File: src/rtl/sm83_alu_seq_pkg.sv
// Shared types and constants for the SM83 ALU sequencing controller.
// Covers the FSM states, the BCD correction constants and the shift kinds selected by op543.
package sm83_alu_seq_pkg;

  typedef enum logic [1:0] {
    ST_IDLE  = 2'd0,
    ST_SHIFT = 2'd1,
    ST_DAA   = 2'd2,
    ST_DONE  = 2'd3
  } seq_state_e;

  localparam logic [4:0] BCD_MAX  = 5'd9;
  localparam logic [4:0] DAA_CORR = 5'd6;

  typedef enum logic [2:0] {
    SK_RLC = 3'd0,
    SK_RRC = 3'd1,
    SK_RL  = 3'd2,
    SK_RR  = 3'd3,
    SK_SLA = 3'd4,
    SK_SRA = 3'd5,
    SK_SLL = 3'd6,
    SK_SRL = 3'd7
  } shift_kind_e;

  // Bit shifted into the ALU for one step of the given shift kind.
  function automatic logic shift_in_sel(shift_kind_e kind, logic dbh, logic dbl, logic carry);
    logic res;
    case (kind)
      SK_RLC, SK_SRA: res = dbh;
      SK_RRC:         res = dbl;
      SK_RL, SK_RR:   res = carry;
      SK_SLL:         res = 1'b1;
      default:        res = 1'b0;
    endcase
    return res;
  endfunction

endpackage

File: src/rtl/sm83_alu_seq_control_daa_digit.sv
// One-nibble decimal adjust: adds or subtracts the 6 correction for a single BCD digit.
// The ripple out is the nibble carry into the next digit; corr reports the correction decision.
module sm83_daa_digit
  import sm83_alu_seq_pkg::*;
(
  input  logic       i_sub,
  input  logic [3:0] i_digit,
  input  logic       i_ripple,
  input  logic       i_dc,
  output logic [3:0] o_digit,
  output logic       o_ripple,
  output logic       o_corr
);

  logic [4:0] w_t;
  logic [4:0] w_sum;
  logic       w_corr;

  always_comb begin
    w_t    = {1'b0, i_digit} + {4'b0000, i_ripple};
    w_corr = i_dc | (w_t > BCD_MAX);
    w_sum  = 5'd0;
    if (i_sub) begin
      w_sum    = {1'b0, i_digit} - (i_dc ? DAA_CORR : 5'd0);
      o_ripple = 1'b0;
      o_corr   = i_dc;
    end else begin
      w_sum    = w_t + (w_corr ? DAA_CORR : 5'd0);
      o_ripple = w_sum[4];
      o_corr   = w_corr;
    end
    o_digit = w_sum[3:0];
  end

endmodule

File: src/rtl/sm83_alu_seq_control.sv
// Sequencing controller for the SM83 ALU: multi-step shift strobes, digit-serial DAA
// and the buffered branch condition, all in one clock domain.
module sm83_alu_seq_control
  import sm83_alu_seq_pkg::*;
#(
  parameter  int DIGITS    = 2,
  parameter  int SHIFT_MAX = 8,
  localparam int CW        = $clog2(SHIFT_MAX + 1),
  localparam int W         = 4 * DIGITS,
  localparam int IW        = (DIGITS > 1) ? $clog2(DIGITS) : 1
) (
  input  logic          clk,
  input  logic          reset_n,
  input  logic [2:0]    op543,
  input  logic          pri_carry,
  input  logic          shift_start,
  input  logic [CW-1:0] shift_count,
  input  logic          shift_dbh,
  input  logic          shift_dbl,
  output logic          shift_l,
  output logic          shift_r,
  output logic          shift_into_alu,
  output logic          shift_carry,
  input  logic          daa_start,
  input  logic          daa_sub,
  input  logic [W-1:0]  daa_value,
  input  logic [DIGITS-1:0] daa_dc,
  output logic [W-1:0]  daa_result,
  output logic          daa_carry_out,
  input  logic          cond_we,
  input  logic          zero,
  input  logic          carry,
  output logic          cond_result,
  output logic          busy,
  output logic          done
);

  seq_state_e        r_state;
  shift_kind_e       r_kind;
  logic [CW-1:0]     r_count;
  logic              r_carry;
  logic [W-1:0]      r_value;
  logic [DIGITS-1:0] r_dc;
  logic              r_sub;
  logic [IW-1:0]     r_idx;
  logic              r_ripple;
  logic [W-1:0]      r_acc;
  logic [W-1:0]      r_result;
  logic              r_daa_c;
  logic              r_cond;

  logic [3:0]        w_digit;
  logic [3:0]        w_dig_out;
  logic              w_rip_out;
  logic              w_corr_out;
  logic [W-1:0]      w_acc_merged;
  logic              w_last_digit;
  logic              w_shift_out;
  logic [CW-1:0]     w_count_clamped;

  assign w_digit         = r_value[r_idx*4 +: 4];
  assign w_last_digit    = (r_idx == IW'(DIGITS - 1));
  assign w_shift_out     = r_kind[0] ? shift_dbl : shift_dbh;
  assign w_count_clamped = (shift_count > CW'(SHIFT_MAX)) ? CW'(SHIFT_MAX) : shift_count;

  sm83_daa_digit u_digit (
    .i_sub    (r_sub),
    .i_digit  (w_digit),
    .i_ripple (r_ripple),
    .i_dc     (r_dc[r_idx]),
    .o_digit  (w_dig_out),
    .o_ripple (w_rip_out),
    .o_corr   (w_corr_out)
  );

  // Partial result with the digit being corrected this cycle folded in.
  always_comb begin
    w_acc_merged = r_acc;
    w_acc_merged[r_idx*4 +: 4] = w_dig_out;
  end

  always_ff @(posedge clk or negedge reset_n) begin
    if (!reset_n) begin
      r_state  <= ST_IDLE;
      r_kind   <= SK_RLC;
      r_count  <= '0;
      r_carry  <= 1'b0;
      r_value  <= '0;
      r_dc     <= '0;
      r_sub    <= 1'b0;
      r_idx    <= '0;
      r_ripple <= 1'b0;
      r_acc    <= '0;
      r_result <= '0;
      r_daa_c  <= 1'b0;
    end else begin
      case (r_state)
        ST_IDLE: begin
          if (daa_start) begin
            r_value  <= daa_value;
            r_dc     <= daa_dc;
            r_sub    <= daa_sub;
            r_idx    <= '0;
            r_ripple <= 1'b0;
            r_acc    <= '0;
            r_state  <= ST_DAA;
          end else if (shift_start) begin
            r_kind  <= shift_kind_e'(op543);
            r_carry <= pri_carry;
            r_count <= w_count_clamped;
            r_state <= (shift_count == '0) ? ST_DONE : ST_SHIFT;
          end
        end
        ST_SHIFT: begin
          r_carry <= w_shift_out;
          r_count <= r_count - CW'(1);
          if (r_count == CW'(1)) r_state <= ST_DONE;
        end
        ST_DAA: begin
          r_acc    <= w_acc_merged;
          r_ripple <= w_rip_out;
          r_idx    <= r_idx + IW'(1);
          if (w_last_digit) begin
            r_result <= w_acc_merged;
            r_daa_c  <= w_corr_out;
            r_state  <= ST_DONE;
          end
        end
        ST_DONE: r_state <= ST_IDLE;
        default: r_state <= ST_IDLE;
      endcase
    end
  end

  always_ff @(posedge clk or negedge reset_n) begin
    if (!reset_n) begin
      r_cond <= 1'b0;
    end else if (cond_we) begin
      case (op543[1:0])
        2'd0:    r_cond <= ~zero;
        2'd1:    r_cond <= zero;
        2'd2:    r_cond <= ~carry;
        default: r_cond <= carry;
      endcase
    end
  end

  assign shift_l        = (r_state == ST_SHIFT) & ~r_kind[0];
  assign shift_r        = (r_state == ST_SHIFT) & r_kind[0];
  assign shift_into_alu = (r_state == ST_SHIFT) & shift_in_sel(r_kind, shift_dbh, shift_dbl, r_carry);
  assign shift_carry    = r_carry;
  assign daa_result     = r_result;
  assign daa_carry_out  = r_daa_c;
  assign cond_result    = r_cond;
  assign busy           = (r_state == ST_SHIFT) | (r_state == ST_DAA);
  assign done           = (r_state == ST_DONE);

endmodule
File: config.mk
export PLATFORM = sky130hd
export DESIGN_NAME = sm83_alu_seq_control
export DESIGN_NICKNAME = d
export VERILOG_FILES = /design/src/rtl/sm83_alu_seq_pkg.sv /design/src/rtl/sm83_alu_seq_control_daa_digit.sv /design/src/rtl/sm83_alu_seq_control.sv
export SDC_FILE = /design/constraint.sdc
export NUM_CORES = 1
export LEC_CHECK = 0
export ABC_AREA = 1
export ABC_CLOCK_PERIOD_IN_PS = 4300
export CORE_ASPECT_RATIO = 1.75
export CORE_MARGIN = 2
export CORE_UTILIZATION = 40
export CTS_CLUSTER_DIAMETER = 30
export DETAILED_ROUTE_END_ITERATION = 7
export GPL_ROUTABILITY_DRIVEN = 0
export MAX_ROUTING_LAYER = met4
export PLACE_DENSITY = 0.69
export SLEW_MARGIN = 30
export SYNTH_ARGS = -nofsm -noshare
export SYNTH_HDL_FRONTEND = slang
export SYNTH_SLANG_ARGS = --single-unit
File: constraint.sdc
create_clock -name clk -period 4.3 [get_ports clk]
set_input_delay 0.645 -clock clk [delete_from_list [all_inputs] [get_ports clk]]
set_output_delay 0.645 -clock clk [all_outputs]
set_load 0.005 [all_outputs]
==> out/qor.csv <==
stage;metric;value;unit
detailed_routing;DRC;2;
sta;Final Hold Violating Endpoints;0;
worst_setup_path;CP Launch Type;flip-flop;
worst_setup_path;critical path arrival;2.18;ns
detailed_routing;post-route ant nets;0;
detailed_routing;wire length per cell;11.9;um
clock_network;CTS tree;yes;
cells_and_area;fill count;519;
clock_network;Sink Count;37;
worst_setup_path;CP cell instances;inv_1 > ha_1 > inv_1 > a311oi_1 > clkdlybuf4s50_1;
cells_and_area;Final #Nets;347;
synth;Post-Syn Area per Cell;8.01;um2
sta;Setup Skew;0.00440;ns
synth;synth cell count leaders;84 x nand2_1, 37 x dfrtp_1, 30 x inv_1, 20 x o21ai_0, 15 x nor2_1;
clock_network;Worst-path clk slew;0.08;ns
sta;final setup TNS;0;ns
clock_network;cts bufs inserted;5;
worst_setup_path;Worst path most repeated cell;inv_1;
worst_setup_path;CP top delay family;buffers and inverters;
clock_network;post-CTS setup buffers;0;
run;Max Cap Viol;0;
sta;Max Freq;354;MHz
floorplanning;Initial Util;40.8;%
detailed_routing;Pre-antenna DRT Iters;6;
place;DP HPWL;3.38;mm
detailed_routing;vias per cell;4.97;
sta;normalized max-slew margin;46.0;%
worst_setup_path;WS Path Type;reg -> out;
synth;Synth cell types;33;
floorplanning;die span in y;100;um
sta;Final setup viols;0;
synth;number of flops mapped to enable cells by yosys;0;
detailed_routing;DR iter-0 viols;56;
global_route;largest net degree at the start of global routing;38;
synth;syn_nets;303;
floorplanning;Core ar.;0.00517;mm2
synth;synth warn;0;
synth;sequential-to-total area share from yosys stat;43.9;%
synth;area leader, netlist;dfrtp_1;
clock_network;CTS Buffer Depth;2;
worst_setup_path;Required @ worst endpoint;3.65;ns
sta;Slew Limit Fails;0;
power;Power Dens Cells;733;mW/mm2
clock_network;CTS root buffer;clkbuf_8;
global_route;initial antenna violation count;0;
worst_setup_path;delay of the slowest critical-path stage;0.56;ns
cells_and_area;final core occ;51.9;%
sta;RSZ-0062 raised after global routing;false;
sta;Period minus WS final;2.82;ns
status;run status;finished, violations left;
clock_network;Clk Latency, worst-skew pair;0.29;ns
floorplanning;die area;0.00589;mm2
place;# port buffers;43;
clock_network;cts hold-fix bufs;0;
floorplanning;Die X;58.9;um
worst_setup_path;crit path max fanout;8;
synth;share of flip-flops with an asynchronous set or reset;100;%
status;failing checks;DRC;
sta;Final period util;65.7;%
clock_network;H-tree levels;2;
worst_setup_path;Critical Path Sink Type;primary output;
synth;largest cells by area after synthesis;dfrtp_1 44%, nand2_1 15%, ha_1 6.5%;
worst_setup_path;crit path buf inv count;3;
synth;Yosys reg bits;37;
hold_path;worst min path class;in -> async;
clock_network;CTS resizes;0;
global_route;first-pass GRT wire length;7.60;mm
detailed_routing;DR vias;1804;
worst_setup_path;cell with the largest stage delay on the worst path;clkdlybuf4s50_1;
global_route;Total Routing Usage GR;17.0;%
power;Leak Pwr;1.33;nW
floorplanning;# rows;35;
cells_and_area;P&R area growth vs syn;27.3;%
synth;synthesized instance count;263;
sta;Worst Tran Pin Value;0.811;ns
power;Worst VDD drop;0.000330;V
cells_and_area;ant diodes;0;
global_route;number of global-route vias before repair;1789;
floorplanning;io pins;44;
synth;share of the synthesized area in the top cell type;43.9;%
global_route;Overflow after GRT;0;
cells_and_area;layout cells sized above 1;10.1;%
synth;most frequent cell after synthesis;nand2_1;
detailed_routing;drt total wl;4.31;mm
synth;Mapped Area;0.00211;mm2
synth;Main synth FF type;dfrtp_1;
[final timing paths]
path / start / to / slack [ns] / cells past startpoint
max: r_state[1]$_DFFE_PN0P_ / shift_into_alu / 1.48 / 5
min: reset_n / cond_result$_DFFE_PN0P_ / 0.44 / 1
max reg2reg: r_idx$_DFFE_PN0P_ / r_acc[2]$_DFFE_PN0P_ / 1.61 / 14
min reg2reg: r_acc[3]$_DFFE_PN0P_ / daa_result[3]$_DFFE_PN0P_ / 0.47 / 2
max in group asynchronous: reset_n / r_state[1]$_DFFE_PN0P_ / 3.34 / 1
min in group clk: r_acc[3]$_DFFE_PN0P_ / daa_result[3]$_DFFE_PN0P_ / 0.47 / 2
[layout make-up]
cell class	instances	area [um2]	share of cell area (%)
sequential	37	926	34.5
clock buffer	6	72.6	2.71
timing repair buffer	43	425	15.9
inverter	32	125	4.66
clock inverter	2	38.8	1.45
multi-input combinational	188	1030	38.2
tap	55	68.8	2.57
[through the flow]
stage | instances | instance area (um2) | worst slack (ns) | power (mW) | hold slack, ns
floorplan | 263 | 2110 | 2.06 | 1.34 | 0.349
global placement | 355 | 2570 | 1.56 | 1.66 | 0.452
detailed placement | 355 | 2570 | 1.48 | 1.68 | 0.452
CTS | 363 | 2680 | 1.45 | 1.99 | 0.471
global route | 363 | 2680 | 1.34 | 2.18 | 0.499
finish | 363 | 2680 | 1.48 | 1.97 | 0.438
[power breakdown]
part / total, mW / switching, mW / internal [mW]
combinational: 1.05 / 0.589 / 0.458
clock: 0.301 / 0.127 / 0.174
sequential: 0.619 / 0.116 / 0.503
total: 1.97 / 0.832 / 1.14
[layer usage]
| layer | share of wire [%] | vias to the layer above | GRT usage [%] |
|---|---|---|---|
| met1 | 40 | 840 | 18.1 |
| met3 | 2.8 | 5 | 2.32 |
| met2 | 56 | 35 | 31.0 |
| li1 | - | 924 | - |
| met5 | 0 | - | - |
| met4 | 1.3 | 0 | 5.77 |
[worst register-to-register path, delay by kind of cell, from the launching register on]
family / cells / cell delay, ns
DFF: 1 / 0.59
buffers and inverters: 2 / 0.13
AOI/OAI and AO/OA: 2 / 0.38
adders and majority gates: 3 / 0.73
and+or+nand+nor: 7 / 0.74
[cell usage in the layout (no fill, tap or decap), types with 2 or more instances in the layout]
master | netlist | final
nand2_4 | 4 | 4
nor2_1 | 15 | 15
nand3_2 | 2 | 2
nand2_1 | 84 | 84
nor3_1 | 3 | 3
dfrtp_1 | 37 | 37
ha_1 | 11 | 11
xnor2_1 | 2 | 2
nand4_1 | 3 | 3
mux2_2 | 2 | 2
a21oi_1 | 7 | 7
a211oi_1 | 2 | 2
nand3_1 | 9 | 9
inv_1 | 30 | 30
clkdlybuf4s50_1 | 0 | 42
o21ai_0 | 20 | 20
clkbuf_8 | 0 | 5
o22ai_1 | 3 | 3
nand2_2 | 9 | 9
[kinds of logic after synthesis]
| logic type | Yosys count | synth area share [%] |
|---|---|---|
| xor gates and xnor gates | 3 | 1.25 |
| AOI/OAI and AO/OA | 38 | 10.2 |
| DFF | 37 | 43.9 |
| adders and majority gates | 12 | 7.48 |
| muxes | 3 | 1.54 |
| and+or+nand+nor | 132 | 28.3 |
| buffers and inverters | 38 | 7.36 |
[sequential cells by signal (all words and copies together) (netlist names)]
signal / count
cond_result: 1
daa_carry_out: 1
daa_result: 8
r_acc: 4
r_count: 4
r_dc: 2
r_idx: 1
r_kind: 3
r_ripple: 1
r_state: 2
r_sub: 1
r_value: 8
shift_carry: 1
(Power assumes the default switching activity.)
